## src/rtl/alu_seq_pkg.sv

```systemverilog
// Shared types and opcode constants for the sequential ALU.
package alu_seq_pkg;

  localparam int unsigned OP_W = 3;

  localparam logic [OP_W-1:0] OP_ADD = 3'd0;
  localparam logic [OP_W-1:0] OP_SUB = 3'd1;
  localparam logic [OP_W-1:0] OP_AND = 3'd2;
  localparam logic [OP_W-1:0] OP_OR  = 3'd3;
  localparam logic [OP_W-1:0] OP_XOR = 3'd4;
  localparam logic [OP_W-1:0] OP_SH  = 3'd5;
  localparam logic [OP_W-1:0] OP_ROT = 3'd6;
  localparam logic [OP_W-1:0] OP_NOP = 3'd7;

  typedef enum logic [OP_W-1:0] {
    kADD = 3'd0,
    kSUB = 3'd1,
    kAND = 3'd2,
    kOR  = 3'd3,
    kXOR = 3'd4,
    kSH  = 3'd5,
    kROT = 3'd6,
    kNOP = 3'd7
  } alu_op_e;

  typedef enum logic {
    IDLE = 1'b0,
    EXEC = 1'b1
  } alu_state_e;

endpackage

```

## src/rtl/alu_seq_shifter.sv

```systemverilog
// Loadable operand register with a one-bit-per-cycle shift/rotate step and step counter.
module alu_seq_shifter
  import alu_seq_pkg::*;
#(
  parameter int unsigned WIDTH = 8,
  parameter int unsigned SAW   = $clog2(WIDTH)
) (
  input  logic             clk,
  input  logic             rst_n,
  input  logic             load,
  input  logic [WIDTH-1:0] load_value,
  input  logic [SAW-1:0]   load_cnt,
  input  logic             load_left,
  input  logic             load_rot,
  input  logic             load_step,
  input  logic             advance,
  output logic [WIDTH-1:0] value,
  output logic [SAW-1:0]   cnt,
  output logic [WIDTH-1:0] next_value_c,
  output logic             shout_c,
  output logic             last_c
);

  logic left;
  logic rot;
  logic step;

  // One-bit step; a non-stepping load (non-shift op or zero amount) passes the value through.
  always_comb begin
    next_value_c = value;
    shout_c      = 1'b0;
    if (step) begin
      if (left) begin
        next_value_c = {value[WIDTH-2:0], rot ? value[WIDTH-1] : 1'b0};
        shout_c      = value[WIDTH-1];
      end else begin
        next_value_c = {rot ? value[0] : 1'b0, value[WIDTH-1:1]};
        shout_c      = value[0];
      end
    end
  end

  assign last_c = (cnt == SAW'(1));

  // Operand/counter register: load has priority over stepping.
  always_ff @(posedge clk) begin
    if (!rst_n) begin
      value <= '0;
      cnt   <= '0;
      left  <= 1'b0;
      rot   <= 1'b0;
      step  <= 1'b0;
    end else if (load) begin
      value <= load_value;
      cnt   <= load_cnt;
      left  <= load_left;
      rot   <= load_rot;
      step  <= load_step;
    end else if (advance) begin
      value <= next_value_c;
      cnt   <= cnt - SAW'(1);
    end
  end

endmodule

```

## src/rtl/alu_seq.sv

```systemverilog
// Multi-cycle ALU with START/BUSY/DONE handshake and bit-serial shifts.
// Optional feature macro: ALU_ROT_EN enables opcode 6 as rotate (otherwise it acts as NOP).
module alu_seq
  import alu_seq_pkg::*;
#(
  parameter int unsigned WIDTH = 8,
  parameter int unsigned SAW   = $clog2(WIDTH)
) (
  input  logic             CLK,
  input  logic             RST_N,
  input  logic             START,
  input  logic [OP_W-1:0]  OP,
  input  logic [WIDTH-1:0] INPUTA,
  input  logic [WIDTH-1:0] INPUTB,
  input  logic             SC_IN,
  output logic             BUSY,
  output logic             DONE,
  output logic [WIDTH-1:0] OUT,
  output logic             SC_OUT,
  output logic             ZERO
);

`ifdef ALU_ROT_EN
  localparam bit ROT_EN = 1'b1;
`else
  localparam bit ROT_EN = 1'b0;
`endif

  alu_state_e       state;
  alu_op_e          op_q;
  logic [WIDTH-1:0] b_q;
  logic             sc_q;

  logic             accept_c;
  logic             is_shift_c;
  logic [SAW-1:0]   amt_c;
  logic             step_en_c;
  logic [SAW-1:0]   load_cnt_c;

  logic [WIDTH-1:0] a_val;
  logic [SAW-1:0]   cnt;
  logic [WIDTH-1:0] shift_val_c;
  logic             shout_c;
  logic             last_c;

  logic [WIDTH:0]   sum_c;
  logic [WIDTH:0]   dif_c;
  logic [WIDTH-1:0] res_c;
  logic             co_c;

  // Acceptance and load decode for the incoming request.
  always_comb begin
    accept_c   = START && !BUSY;
    is_shift_c = (OP == OP_SH) || (ROT_EN && (OP == OP_ROT));
    amt_c      = INPUTB[SAW:1];
    step_en_c  = is_shift_c && (amt_c != '0);
    load_cnt_c = step_en_c ? amt_c : SAW'(1);
  end

  alu_seq_shifter #(
    .WIDTH (WIDTH),
    .SAW   (SAW)
  ) u_shifter (
    .clk          (CLK),
    .rst_n        (RST_N),
    .load         (accept_c),
    .load_value   (INPUTA),
    .load_cnt     (load_cnt_c),
    .load_left    (INPUTB[0]),
    .load_rot     (OP == OP_ROT),
    .load_step    (step_en_c),
    .advance      (state == EXEC),
    .value        (a_val),
    .cnt          (cnt),
    .next_value_c (shift_val_c),
    .shout_c      (shout_c),
    .last_c       (last_c)
  );

  // Single-cycle arithmetic/logic result; the shifter register holds A unmodified for these ops.
  always_comb begin
    sum_c = {1'b0, a_val} + {1'b0, b_q} + (WIDTH+1)'(sc_q);
    dif_c = {1'b0, a_val} + {1'b0, ~b_q} + (WIDTH+1)'(sc_q);
    res_c = '0;
    co_c  = 1'b0;
    case (op_q)
      kADD: begin
        res_c = sum_c[WIDTH-1:0];
        co_c  = sum_c[WIDTH];
      end
      kSUB: begin
        res_c = dif_c[WIDTH-1:0];
        co_c  = dif_c[WIDTH];
      end
      kAND: res_c = a_val & b_q;
      kOR:  res_c = a_val | b_q;
      kXOR: res_c = a_val ^ b_q;
      kSH: begin
        res_c = shift_val_c;
        co_c  = shout_c;
      end
      kROT: begin
        res_c = ROT_EN ? shift_val_c : '0;
        co_c  = ROT_EN ? shout_c : 1'b0;
      end
      default: begin
        res_c = '0;
        co_c  = 1'b0;
      end
    endcase
  end

  // Control FSM and output registers; a request may be accepted on the same edge that completes one.
  always_ff @(posedge CLK) begin
    if (!RST_N) begin
      state  <= IDLE;
      BUSY   <= 1'b0;
      DONE   <= 1'b0;
      OUT    <= '0;
      SC_OUT <= 1'b0;
      ZERO   <= 1'b0;
      op_q   <= kNOP;
      b_q    <= '0;
      sc_q   <= 1'b0;
    end else begin
      DONE <= 1'b0;
      if ((state == EXEC) && last_c) begin
        OUT    <= res_c;
        SC_OUT <= co_c;
        ZERO   <= (res_c == '0);
        DONE   <= 1'b1;
        state  <= IDLE;
      end
      if (accept_c) begin
        state <= EXEC;
        op_q  <= alu_op_e'(OP);
        b_q   <= INPUTB;
        sc_q  <= SC_IN;
        BUSY  <= (load_cnt_c > SAW'(1));
      end else if ((state == EXEC) && !last_c) begin
        BUSY <= (cnt > SAW'(2));
      end else begin
        BUSY <= 1'b0;
      end
    end
  end

endmodule

```

## config.mk

```make
export PLATFORM = sky130hd
export DESIGN_NAME = alu_seq
export DESIGN_NICKNAME = d
export VERILOG_FILES = /design/src/rtl/alu_seq_pkg.sv /design/src/rtl/alu_seq_shifter.sv /design/src/rtl/alu_seq.sv
export SDC_FILE = /design/constraint.sdc
export NUM_CORES = 1
export LEC_CHECK = 0
export BUFFER_PORTS_ARGS = -buffer_cell sky130_fd_sc_hd__clkbuf_2
export CORE_UTILIZATION = 59
export CTS_CLUSTER_DIAMETER = 80
export DETAILED_ROUTE_END_ITERATION = 8
export PLACE_DENSITY = 0.8
export SYNTH_ARGS = -nofsm -noshare
export SYNTH_HDL_FRONTEND = slang
export SYNTH_SLANG_ARGS = --single-unit
```

## constraint.sdc

```tcl
create_clock -name CLK -period 4.2 [get_ports CLK]
set_input_delay 0.21 -clock CLK [delete_from_list [all_inputs] [get_ports CLK]]
set_output_delay 0.21 -clock CLK [all_outputs]
set_load 0.05 [all_outputs]
```

## Word-level counts from Yosys, hierarchy flattened

Cells that the tools add are included.

| operators by class | value |
|---|---|
| reductions and logical operators | 11 |
| bitwise gates (word level) | 4 |
| add/sub/neg operators | 5 |
| order comparisons | 2 |
| equality and inequality tests | 8 |
| mux-type cells | 18 |

Operator list:

| kind | number |
|---|---|
| $pmux W8 S6 | 1 |
| $mux W8 | 4 |
| $add A8 B8 Y9 | 2 |
| $add A9 B1 Y9 | 2 |
| $eq A3 B3 Y1 const B | 4 |
| $mux W1 | 9 |
| $mux W3 | 3 |
| $and A8 B8 Y8 | 1 |
| $logic_not A8 Y1 | 1 |
| $not A8 Y8 | 1 |
| $or A8 B8 Y8 | 1 |
| $xor A8 B8 Y8 | 1 |
| $eq A3 B1 Y1 const B | 2 |
| $eq A3 B2 Y1 const B | 2 |
| $logic_and A1 B1 Y1 | 4 |
| $reduce_bool A2 Y1 | 2 |
| $gt A3 B1 Y1 const B | 1 |
| $gt A3 B2 Y1 const B | 1 |
| $logic_not A3 Y1 | 1 |
| $pmux W1 S3 | 1 |
| $reduce_bool A3 Y1 | 1 |
| $sub A3 B1 Y3 const B | 1 |
| $logic_not A1 Y1 | 2 |

| storage, ports and cells | value |
|---|---|
| word-level logic and storage cells | 62 |
| bits in registers | 39 |
| bits of input ports | 23 |
| output and inout bits | 12 |

## Depth between registers and ports, before layout

Gate-level depths: netlist (run 1).

| depth | value |
|---|---|
| depth after elaboration | 5 |
| mapped depth | 11 |
| mapped depth without buffers | 11 |

## Hierarchy

A second synthesis (run 1) with hierarchy kept.

| second synthesis, totals | value |
|---|---|
| cells, all modules | 416 |
| area total of the unflattened synthesis | 3339.5 um^2 |

By module, submodules not included:

| module | times used | area each (um^2) | seq. area each (um^2) | cells each |
|---|---|---|---|---|
| alu_seq | 1 | 2432.3 | 500.5 | 307 |
| alu_seq_shifter | 1 | 907.1 | 280.3 | 109 |

## Least setup slack after synthesis (run 1)

OpenSTA, ideal clock, no wires.

| path | value |
|---|---|
| path kind | register to register |
| from | register b_q[0] |
| to | register ZERO |
| data required time | 4.116 ns |
| stages on the path, launching flop included | 12 |
| arrival time | 3.025 ns |
| path buffers | 1 |
| clock period less this slack | 3.109 ns |
| path slack | 1.091 ns |
| cell sequence | dfxtp_1 > buf_2 > inv_1 > fa_1 > fa_1 > nand3b_1 > nand2_1 > o41ai_1 > a2bb2oi_1 > a311o_1 > or4_1 > o31ai_2 |

| between the ends | value |
|---|---|
| word-level cells in the longest chain between the ends | 5 |
| elaborated cells between the ends (all ways) | 10 |
| those cells by class | add/sub: 4; mux: 1; bitwise: 4; reduce/logical: 1 |

Ends and longest elaborated chain:

| item | line | text |
|---|---|---|
| start, declared | alu_seq.sv:31 | `logic [WIDTH-1:0] b_q;` |
| start signal, assigned | alu_seq.sv:123 | `b_q <= '0;` |
| start signal, assigned | alu_seq.sv:137 | `b_q <= INPUTB;` |
| $not A8 Y8 | alu_seq.sv:83 | `dif_c = {1'b0, a_val} + {1'b0, ~b_q} + (WIDTH+1)'(sc_q);` |
| $add A8 B8 Y9 | alu_seq.sv:83 |  |
| $add A9 B1 Y9 | alu_seq.sv:83 |  |
| $pmux W8 S6 (*) | alu_seq.sv:86 | `case (op_q)` |
| $logic_not A8 Y1 (*) | alu_seq.sv:130 | `ZERO <= (res_c == '0);` |
| end signal, assigned | alu_seq.sv:130 |  |
| end, declared | alu_seq.sv:20 | `output logic ZERO` |

Mark *: on every way between the ends. The rest lies on a longest branch, timed or not.
A chain may end at the register's enable or synchronous reset.

## Worst setup path after layout (run 1)

| path | value |
|---|---|
| from | register u_shifter.value[0] |
| to | register ZERO |

| between the ends | value |
|---|---|
| word-level cells in the longest chain between the ends | 5 |
| elaborated cells between the ends (all ways) | 12 |
| those cells by class | add/sub: 4; mux: 4; bitwise: 3; reduce/logical: 1 |

Ends and longest elaborated chain:

| item | line | text |
|---|---|---|
| start, declared | alu_seq_shifter.sv:17 | `output logic [WIDTH-1:0] value,` |
| start signal, assigned | alu_seq_shifter.sv:54 | `value <= load_value;` |
| start signal, assigned | alu_seq_shifter.sv:60 | `value <= next_value_c;` |
| parallel branches: the longest is 3 deep, another holds $add A8 B8 Y9 | -- |  |
| $pmux W8 S6 (*) | alu_seq.sv:86 |  |
| $logic_not A8 Y1 (*) | alu_seq.sv:130 |  |

Mark *: on every way between the ends.

==> summary.txt, run 1 <==
CTS
  • Clock Sink Count: 38
  • CTS clock-pin slew for the worst setup and hold paths: 80 ps
  • CTS tree: built
  • Setup Fix Bufs, Post-CTS: 0
  • Number of H-tree levels: 2
  • Root Driver: clkbuf_8
  • Cts repair resizes: 0
  • Number of hold buffers added after cts: 0
  • Worst skew pair latency: slightly below 300 ps
  • Num CTS Buffers: 5
  • Longest Clk Path Bufs: 2

Drt
  • DR vias/cell: 6.22
  • Drt total wl: 8120 um
  • ANT nets after route: 0
  • Drt wl/cell: around 17 um
  • 1st-pass router iterations: 5
  • DRT iter0 DRCs: 376
  • DRC violations left: 0
  • DR vias: approximately 3000

Flow run
  • Max Cap Viol: 0

Cells and area
  • Diode count: 0
  • Layout Nets: between 400 and 500
  • Layout area overhead: 7.57%
  • Fillers: 423
  • Final non-filler cell total: about 480
  • Layout cells sized above 1: 12.7%

STA
  • Tmin final: ~3500 ps
  • Final hold vios: 0
  • Max Slew Vio Count: 0
  • Final setup skew: around 11 ps
  • Final period util: a little over 80%
  • FMAX: approximately 290 MHz
  • Slew margin rel.: 26.5%
  • Final setup fails: 0
  • Slew @ Worst Pin: between 1000 and 1500 ps
  • Unrepaired setup endpoints after global routing: false
  • Setup TNS: 0 ps

Global routing
  • GRT met2 Usage: between 40% and 50%
  • Initial antenna violation count: 0
  • Most used routing layer in global routing: met2
  • Vias in the first global route: between 2000 and 3000
  • GRT met3 Usage: about 5.4%
  • Largest net degree at the start of global routing: 31
  • Global Route Usage Sum: a little under a third
  • GRT overflow: 0
  • Met1 Usage GRT: about 43%
  • Global-route wire length before repair: approximately 13000 um

Critical path
  • WP buf/inv: 2
  • CP required: 4410 ps
  • Crit path launch: u_shifter.value[0]
  • Startpoint Class: flop
  • Arrival time at the worst endpoint: approximately 3700 ps
  • R2r setup slk: roughly 740 ps
  • CP endpoint kind: flop
  • Reg2reg start: u_shifter.value[0]
  • Crit-path slowest cell: a2111oi_0
  • Top Family by Delay on Critical Path: compound AO/OA/AOI/OAI gates
  • Cell chain of the critical path: inv_1, fa_1, inv_1, fa_1, nand3_1, o21ai_0, a2111oi_0, nand3_1, or4_1, o31ai_2
  • WS Path Type: reg -> reg
  • Max FO, Critical Path: 7
  • CP peak stage delay: around 780 ps

Die
  • FP Rows: 25
  • Full die area: between 0.005 and 0.006 sq mm
  • Top Ports: 35
  • Core area: 0.00488 sq mm
  • Die Wd: ~74 um
  • Starting Density: 63.0%
  • Die height: approximately 74 um

Power
  • Leakage: 1.39 nW
  • Maximum vdd drop: about 280 uV
  • Power per standard cell area: between 200 and 300 mW/mm^2
  • Tot Pwr: about 980 uW

Placement
  • DP HPWL: ~6100 um
  • Placed insts: ~480
  • Placer Congestion: between 0.9 and 1
  • IO Port Bufs: 34

Synth
  • Mux contribution to synthesized area: about 6%
  • Yosys cell types: 61
  • Synth Cell Area: 0.00308 sq mm
  • Async SR Flop Fraction: 0%
  • Synthesized Nets: around 450
  • Flops & latches, synth: 38
  • Sequential-to-total area share from yosys stat: ~25%
  • Post-Synth Adder-Cell Area: between 10% and 20%
  • Largest family of logic cells by synthesized area: compound AO/OA/AOI/OAI gates
  • YS warnings: 0
  • Xor/xnor cell area share of the yosys netlist: under 10%
  • Post-Syn Instances: between 300 and 400
  • Syn Area/Cell: a little under 8 sq um
  • Complex-gate fraction of the synthesized area: a little over a quarter
  • EDFF count, synth: 0
  • Simple-Gate Fraction of Synth Area: a little under a fifth
  • Ys flop type: dfxtp_1

Outcome
  • Status: finished, final reports clean

Min path
  • Hold Startpoint: INPUTB[6]
  • Hold Crit Class: in -> reg
area by class of cell:
cell class / instances / area (sq um) / area share [%]
Sequential cell: 38 / 761 / 23.0
Timing Repair Buffer: 39 / 208 / 6.28
Inverter: 32 / 120 / 3.63
Multi-Input combinational cell: 301 / 2050 / 62.1
Clock buffer: 6 / 82.6 / 2.50
Tap cell: 67 / 83.8 / 2.53
worst paths after layout:
path,to,cells past startpoint
worst min register to register,sc_q,2
worst max register to register,ZERO,10
worst max-delay path,ZERO,10
worst min-delay path,b_q[6],3
per-layer routing:
layer  vias to the layer above  share of wire, %
met2                       150                45
met4                         0               1.6
met3                        19               8.3
li1                       1454                 -
met1                      1383                45
met5                         -                 0
kinds of logic (layout without fill, tap and decap cells):
family / count (synthesis) / in the layout
and+or+nand+nor: 124 / 124
xor gates and xnor gates: 4 / 4
AOI/OAI and AO/OA: 122 / 122
DFF: 38 / 38
muxes: 18 / 18
buffers and inverters: 58 / 77
adders and majority gates: 33 / 33
Yosys cell counts, types with 2 or more instances:
cell type / number / area share, %
a21oi_1: 43 / 7.0
inv_1: 29 / 3.5
a31oi_1: 8 / 1.6
xor2_1: 2 / 0.57
a2111oi_0: 4 / 1.1
o41ai_1: 3 / 0.85
a221o_1: 2 / 0.65
o22ai_1: 2 / 0.41
nor2_1: 32 / 3.9
o211a_1: 3 / 0.98
o211ai_1: 8 / 2.0
nand3b_1: 5 / 1.2
a211oi_1: 9 / 2.2
o21ai_0: 18 / 2.9
buf_6: 3 / 1.1
nor3_1: 8 / 1.3
a311oi_1: 2 / 0.57
mux2i_1: 17 / 5.5
xnor2_1: 2 / 0.57
nor2b_1: 7 / 1.4
fa_1: 4 / 2.6
o221ai_1: 2 / 0.57
clkinv_1: 2 / 0.24
nand2_1: 46 / 5.6
o32ai_1: 2 / 0.57
o21bai_1: 2 / 0.49
ha_1: 29 / 12
nand2b_1: 6 / 1.2
dfxtp_1: 38 / 25
or3_1: 2 / 0.41
nand3_1: 10 / 1.6
buf_2: 5 / 0.81
buf_1: 4 / 0.49
clkbuf_1: 11 / 1.3
state kept, by name, indices dropped and copies added (netlist names):
name / flops
u_shifter.cnt: 3
DONE: 1
sc_q: 1
state: 1
BUSY: 1
u_shifter.rot: 1
u_shifter.step: 1
SC_OUT: 1
u_shifter.value: 8
op_q: 3
b_q: 8
ZERO: 1
OUT: 8
placed cells by master, fill, tap and decap left out, types with 4 or more instances in the layout:
master and count:
o211ai_1 8, dfxtp_1 38, nand2_1 46, ha_1 29, buf_4 5, clkbuf_2 34
nand3b_1 5, nor2b_1 7, nand2b_1 6, inv_1 29, nor2_1 32, a31oi_1 8
a211oi_1 9, nand3_1 10, clkbuf_8 6, a2111oi_0 4, a21oi_1 43, o21ai_0 18
fa_1 4, nor3_1 8, mux2i_1 17
where the power goes:
part | total (mW) | switching, mW | internal (mW)
registers | 0.417 | 0.0333 | 0.383
clock network | 0.248 | 0.122 | 0.127
logic | 0.316 | 0.198 | 0.118
total | 0.981 | 0.353 | 0.628
tightest hold or removal path, cell delays in order:
cell and delay, ps:
clkbuf_2 80, nand2_1 40, a21oi_1 50
through the flow:
stage | setup slack, ps | hold slack (ps) | area [sq um] | util, %
CTS | 768 | 133 | 3310 | 67.8
detailed placement | 785 | 443 | 3230 | 66.1
global route | 590 | 136 | 3310 | 67.8
floorplan | 1090 | 334 | 3080 | -
global placement | 894 | 436 | 3230 | 66.1
finish | 742 | 133 | 3310 | 67.8
Power figures use the tool's default switching activity.
==> run 2, diff against run 1 <==
- clock period: 4.2 -> 3.22 ns (I/O delays scaled with it)
==> summary.txt, run 2 (same netlist as run 1, synthesis figures left out) <==
Power
  • Pint: 995 uW (+58%)
  • Power per standard cell area: 431 mW/mm^2 (+45%)
  • Leakage: 1.46 nW (+5.4%)
  • Maximum vdd drop: 350 uV (+25%)
  • Net load switching power: 493 uW (+40%)
  • Switching Share: 33.1% (-2.9 points)
  • Comb power frac: 29.2% (-3.0 points)
  • Sequential fraction of design power: 36.4% (-6.0 points)
  • Share of total power in the clock network: 34.4% (+9.1 points)

Min path
  • Hold Path Cell Cnt: 3 (unchanged)
  • Hold Startpoint: INPUTB[6]
  • Hold Crit Class: in -> reg
  • Worst Hold End: b_q[6]

CTS
  • Clock Sink Count: 38 (unchanged)
  • Root Driver: clkbuf_8
  • Num CTS Buffers: 5 (unchanged)
  • Longest Clk Path Bufs: 2 (unchanged)
  • Number of H-tree levels: 2 (unchanged)
  • Cts repair resizes: 0 (unchanged)
  • CTS clock-pin slew for the worst setup and hold paths: 80 ps (about the same)
  • CTS tree: built
  • Worst skew pair latency: 290 ps (about the same)
  • Setup Fix Bufs, Post-CTS: 0 (unchanged)
  • Number of hold buffers added after cts: 0 (unchanged)

Cells and area
  • Layout Nets: 482 (+1.9%)
  • Most frequent cells in the layout: nand2_1, a21oi_1, dfxtp_1, clkbuf_2, nor2_1
  • Layout cells sized above 1: 16.6% (+3.9 points)
  • Layout area overhead: 12.2%
  • Largest regs: OUT (8), b_q (8), u_shifter.value (8)
  • Leading cell type in the layout, fill and taps excluded: nand2_1
  • Diode count: 0 (unchanged)
  • Utilization after layout: 70.7% (+2.9 points)
  • Fillers: 407 (-3.8%)

Critical path
  • Top Family by Delay on Critical Path: simple AND/OR/NAND/NOR gates
  • FF-to-FF path depth: 10 (unchanged)
  • CP Depth: 10 (unchanged)
  • CP required: 3430 ps (-980 ps)
  • Most used cell, CP: fa_1
  • Crit-path slowest cell: or4_1
  • WS Path Type: reg -> reg
  • Cell chain of the critical path: inv_2, fa_1, fa_1, nand3b_1, nand2_2, o41ai_1, a2bb2oi_1, a311o_1, or4_1, o31ai_2
  • R2r setup slk: 160 ps (-580 ps)
  • Reg2reg start: sc_q
  • WP buf/inv: 1 (-1)
  • CP peak stage delay: 540 ps (-240 ps)
  • Max FO, Critical Path: 3 (-4)
  • Arrival time at the worst endpoint: 3270 ps (-400 ps)
  • Startpoint Class: flop
  • CP endpoint kind: flop
  • FF-to-FF End: ZERO

STA
  • FMAX: 327 MHz (+13%)
  • Worst hold margin: 86.0 ps (-46.9 ps)
  • Final setup skew: 2.48 ps (-8.55 ps)
  • Setup TNS: 0 ps (unchanged)
  • Unrepaired setup endpoints after global routing: false
  • Final hold vios: 0 (unchanged)
  • Max Slew Vio Count: 0 (unchanged)
  • Final setup fails: 0 (unchanged)
  • Tmin final: 3060 ps (-396 ps)
  • Slew @ Worst Pin: 750 ps (-353 ps)
  • Final period util: 95.1% (+13 points)
  • Slew margin rel.: 49.7% (+23 points)

Drt
  • ANT nets after route: 0 (unchanged)
  • DR vias: 3100 (+3.1%)
  • DRT iter0 DRCs: 337 (-10%)
  • DR vias/cell: 6.28 (+0.83%)
  • DRC violations left: 0 (unchanged)
  • 1st-pass router iterations: 7 (+2)
  • Drt total wl: 8470 um (+4.4%)
  • Drt wl/cell: 17.1 um (+2.1%)

Placement
  • IO Port Bufs: 34 (unchanged)
  • Placer Congestion: 0.960 (-0.98%)
  • DP HPWL: 6220 um (+2.7%)

Global routing
  • Global Route Usage Sum: 33.2% (+1.9 points)
  • Global-route wire length before repair: 13700 um (+5.2%)
  • Largest net degree at the start of global routing: 31 (unchanged)
  • Initial antenna violation count: 0 (unchanged)
  • GRT overflow: 0 (unchanged)
  • Vias in the first global route: 2790 (+2.1%)

Die
  • Core area: 0.00488 sq mm (unchanged)
  • FP Rows: 25 (unchanged)
  • Top Ports: 35 (unchanged)
  • Die height: 74.2 um (unchanged)
  • Die Wd: 74.2 um (unchanged)
  • Full die area: 0.00551 sq mm (unchanged)
  • Starting Density: 63.0% (unchanged)

Outcome
  • Status: finished, final reports clean

Flow run
  • Max Cap Viol: 0 (unchanged)
==> run 2: cell types whose count changed in the layout (fill, tap and decap cells not counted) <==
cell       previous run  this run
a2111oi_0             4         3
a2111oi_2             0         1
a21oi_1              43        42
a21oi_2               1         2
buf_4                 5        14
bufinv_16             0         2
dfxtp_1              38        37
dfxtp_2               0         1
inv_1                29        27
inv_2                 1         3
nand2_1              46        45
nand2_2               0         1
nor2b_1               7         6
nor2b_2               0         1
==> run 2: area by class of cell <==
class	instances	area [sq um]	area share (%)
inverter	32	120	3.48
timing repair buffer	48	275	7.97
sequential	38	762	22.1
clock buffer	6	82.6	2.39
multi-input combinational	301	2070	59.9
clock inverter	2	60.1	1.74
tap	67	83.8	2.43
==> run 2: how the worst max path moves through the flow <==
stage | startpoint | to
2_1_floorplan | b_q[0] | ZERO
3_3_place_gp | sc_q | ZERO
3_5_place_dp | sc_q | ZERO
4_1_cts | sc_q | ZERO
5_1_grt | u_shifter.value[3] | ZERO
6_report | sc_q | ZERO
==> run 2: metrics by stage <==
stage / setup WS [ps] / std cells / cell area [sq um] / power [mW]
2_1_floorplan: 111 / 397 / 3080 / 0.857
3_3_place_gp: 223 / 486 / 3290 / 0.955
3_5_place_dp: 142 / 486 / 3290 / 0.965
4_1_cts: 105 / 494 / 3440 / 1.47
5_1_grt: 3.93 / 494 / 3450 / 1.56
6_report: 159 / 494 / 3450 / 1.49
==> run 2: power groups by stage <==
stage / combinational [mW] / clock, mW / sequential (mW)
CTS: 0.420 / 0.516 / 0.539
global placement: 0.406 / 0 / 0.549
floorplan: 0.297 / 0 / 0.560
detailed placement: 0.415 / 0 / 0.551
finish: 0.435 / 0.512 / 0.541
global route: 0.475 / 0.535 / 0.546
==> run 2: routing by layer <==
metal	GRT usage, %	vias up	share of wire, %
met2	52.3	163	46
met3	6.64	16	8.9
li1	-	1471	-
met1	46.2	1450	44
met5	0	-	0
met4	8.97	0	1.1
==> run 2: tightest hold or removal path, cell delays in order <==
cell      delay, ps
clkbuf_2         80
nand2_1          50
a21oi_1          50
==> run 3, diff against run 2 <==
--- a/config.mk
+++ b/config.mk
@@ -6,4 +6,5 @@
 export NUM_CORES = 1
 export LEC_CHECK = 0
+export ABC_AREA = 1
 export BUFFER_PORTS_ARGS = -buffer_cell sky130_fd_sc_hd__clkbuf_2
 export CORE_UTILIZATION = 59
==> constraint.sdc (replaced) <==
create_clock -name CLK -period 3.22 [get_ports CLK]
set_input_delay 0.483 -clock CLK [delete_from_list [all_inputs] [get_ports CLK]]
set_output_delay 0.483 -clock CLK [all_outputs]
set_load 0.05 [all_outputs]
==> summary.txt, run 3 <==
Placement
  • Placer Congestion: 0.994 (+3.6%)
  • IO Port Bufs: 34 (unchanged)
  • Placement Setup Slack: 681 ps (+538 ps)
  • DP HPWL: 6400 um (+2.9%)

Cells and area
  • Diode count: 0 (unchanged)
  • Leading cell type in the layout, fill and taps excluded: nand2_1
  • Layout Nets: 556 (+15%)
  • Layout area overhead: 8.60%
  • Layout cells sized above 1: 11.0% (-5.6 points)
  • Most frequent cells in the layout: nand2_1, inv_1, nand3_1, dfxtp_1, nor2_1
  • Largest regs: OUT (8), b_q (8), u_shifter.value (8)
  • Fillers: 463 (+14%)

Min path
  • Hold Path Cell Cnt: 3 (unchanged)
  • Hold Crit Class: in -> reg

CTS
  • CTS clock-pin slew for the worst setup and hold paths: 80 ps (about the same)
  • Number of H-tree levels: 2 (unchanged)
  • Root Driver: clkbuf_8
  • Longest Clk Path Bufs: 2 (unchanged)
  • CTS tree: built
  • Setup Fix Bufs, Post-CTS: 0 (unchanged)
  • Number of hold buffers added after cts: 0 (unchanged)
  • Num CTS Buffers: 5 (unchanged)
  • Cts repair resizes: 0 (unchanged)
  • Worst skew pair latency: 300 ps (about the same)
  • Clock Sink Count: 38 (unchanged)

Drt
  • Wire length on met1: 3600 um (-3.8%)
  • DR vias/cell: 5.63 (-10%)
  • Routed met2 length: 3890 um (+0.26%)
  • 1st-pass router iterations: 5 (-2)
  • DRC violations left: 0 (unchanged)
  • DRT iter0 DRCs: 256 (-24%)
  • Max layer used: met4
  • DR vias: 3194 (+3.0%)
  • Drt total wl: 8280 um (-2.3%)
  • ANT nets after route: 0 (unchanged)
  • Drt wl/cell: 14.6 um (-15%)
  • Met3 WL: 584 um (-23%)

Synth
  • Most numerous cell in the Yosys netlist: nand2_1
  • Async SR Flop Fraction: 0% (unchanged)
  • Synth top area share: 25.1% (+0.40 points)
  • Syn Area/Cell: 6.39 sq um (-18%)
  • Synthesized Nets: 530 (+17%)
  • Flops & latches, synth: 38 (unchanged)
  • Top cells by count, synth: nand2_1, inv_1, nand3_1, dfxtp_1, nor2_1
  • Synth Cell Area: 0.00303 sq mm (-1.6%)
  • YS warnings: 0 (unchanged)
  • EDFF count, synth: 0 (unchanged)
  • Sequential-to-total area share from yosys stat: 25.1% (+0.40 points)
  • Ranking of synthesized cells by area: dfxtp_1, nand2_1, ha_1
  • Ys flop type: dfxtp_1
  • Post-synth top area cell: dfxtp_1
  • Post-Syn Instances: 474 (+19%)
  • Yosys cell types: 28 (-54%)

Global routing
  • Largest net degree at the start of global routing: 29 (-6.5%)
  • Initial antenna violation count: 0 (unchanged)
  • Global Route Usage Sum: 32.9% (-0.33 points)
  • Global-route wire length before repair: 13400 um (-2.3%)
  • GRT overflow: 0 (unchanged)
  • Vias in the first global route: 2905 (+4.1%)

Power
  • Maximum vdd drop: 332 uV (-5.4%)
  • Switching Share: 38.0% (+4.9 points)
  • Pint: 769 uW (-23%)
  • Net load switching power: 472 uW (-4.1%)
  • Leakage: 1.59 nW (+8.9%)
  • Tot Pwr: 1.24 mW (-17%)
  • Comb power frac: 30.4% (+1.2 points)
  • Sequential fraction of design power: 43.9% (+7.5 points)
  • Share of total power in the clock network: 25.7% (-8.7 points)
  • Power per standard cell area: 378 mW/mm^2 (-12%)

STA
  • Setup TNS: 0 ps (unchanged)
  • Unrepaired setup endpoints after global routing: false
  • Final setup skew: 9.84 ps (+7.36 ps)
  • FMAX: 385 MHz (+18%)
  • Max Slew Vio Count: 0 (unchanged)
  • Final period util: 80.7% (-14 points)
  • Slew margin rel.: 59.5% (+9.7 points)
  • Final setup fails: 0 (unchanged)
  • Tmin final: 2600 ps (-464 ps)
  • Final hold vios: 0 (unchanged)
  • Slew @ Worst Pin: 607 ps (-142 ps)
  • Crit path setup slack, layout: 623 ps (+464 ps)

Critical path
  • Max FO, Critical Path: 12 (+9)
  • Top Family by Delay on Critical Path: adder cells
  • CP endpoint kind: flop
  • Cell chain of the critical path: inv_2, fa_1, fa_1, nand3b_1, nand2_1, nor2_1, nand3b_1, nor2_1, nand2_1, nor2_1, nand3_1, a21oi_1
  • Most used cell, CP: nor2_1
  • CP required: 3440 ps (about the same)
  • WP buf/inv: 1 (unchanged)
  • Crit-path slowest cell: dfxtp_1
  • FF-to-FF path depth: 12 (+2)
  • CP Depth: 12 (+2)
  • Arrival time at the worst endpoint: 2810 ps (-460 ps)
  • Startpoint Class: flop
  • WS Path Type: reg -> reg
  • CP peak stage delay: 590 ps (+50 ps)

Die
  • Full die area: 0.00542 sq mm (-1.5%)
  • Top Ports: 35 (unchanged)
  • FP Rows: 25 (unchanged)
  • Core area: 0.00482 sq mm (-1.3%)
  • Starting Density: 62.8% (-0.19 points)
  • Die Wd: 73.6 um (-0.77%)
  • Die height: 73.6 um (-0.77%)

Flow run
  • Max Cap Viol: 0 (unchanged)

Outcome
  • Status: finished, final reports clean
run 3: changes by cell type after synthesis, moves of 6 or more:
cell,delta
a211oi_1,-9
a21oi_1,-9
inv_1,+29
mux2i_1,-17
nand2_1,+78
nand2b_1,-6
nand3_1,+41
nand4_1,+7
nor2b_1,-7
nor3_1,-7
o21ai_0,+13
run 3: routing by layer:
layer  global-route usage, %  vias to the layer above
met5                       0                        -
met4                    12.2                        0
met3                    4.80                       21
met2                    54.5                      137
met1                    43.1                     1430
li1                        -                     1606
run 3: per-stage QoR:
step                      util [%]  instance area [sq um]  std cells  hold slack [ps]
after floorplan                  -                   3030        474              465
after global placement        66.6                   3210        560              464
after detailed placement      66.6                   3210        560              461
after CTS                     68.2                   3290        567              453
after global routing          68.2                   3290        567              463
final                         68.2                   3290        567              450
run 3: path summary, 6_finish.rpt:
check | slack, ps | to | from
min reg2reg | 470 | OUT[5] | OUT[5]
max | 620 | ZERO | b_q[0]
min | 450 | u_shifter.value[1] | INPUTA[1]
max reg2reg | 620 | ZERO | b_q[0]
run 3: cells by family after synthesis:
logic type / Yosys count / share of synthesized area, %
AOI/OAI and AO/OA: 90 / 16.7
adders and majority gates: 33 / 14.6
buffers and inverters: 82 / 10.8
DFF: 38 / 25.1
and+or+nand+nor: 231 / 32.7
run 3: layout make-up:
class / count / area, sq um / area share, %
clock buffer: 5 / 68.8 / 2.09
clock inverter: 2 / 10.0 / 0.305
sequential: 38 / 761 / 23.1
multi-input combinational: 354 / 1940 / 59.0
timing repair buffer: 35 / 178 / 5.41
tap: 67 / 83.8 / 2.55
inverter: 66 / 248 / 7.54
run 3: worst min-delay path, delay by kind of cell:
kind | cells | cell delay (ps)
AO/OA/AOI/OAI | 1 | 80
buffers and inverters | 1 | 80
AND/OR/NAND/NOR | 1 | 50
run 3: power by group through the flow:
stage	combinational [mW]	clock (mW)	sequential, mW
finish	0.378	0.319	0.545
global route	0.426	0.339	0.549
CTS	0.371	0.319	0.543
detailed placement	0.370	0	0.554
global placement	0.361	0	0.552
floorplan	0.266	0	0.559
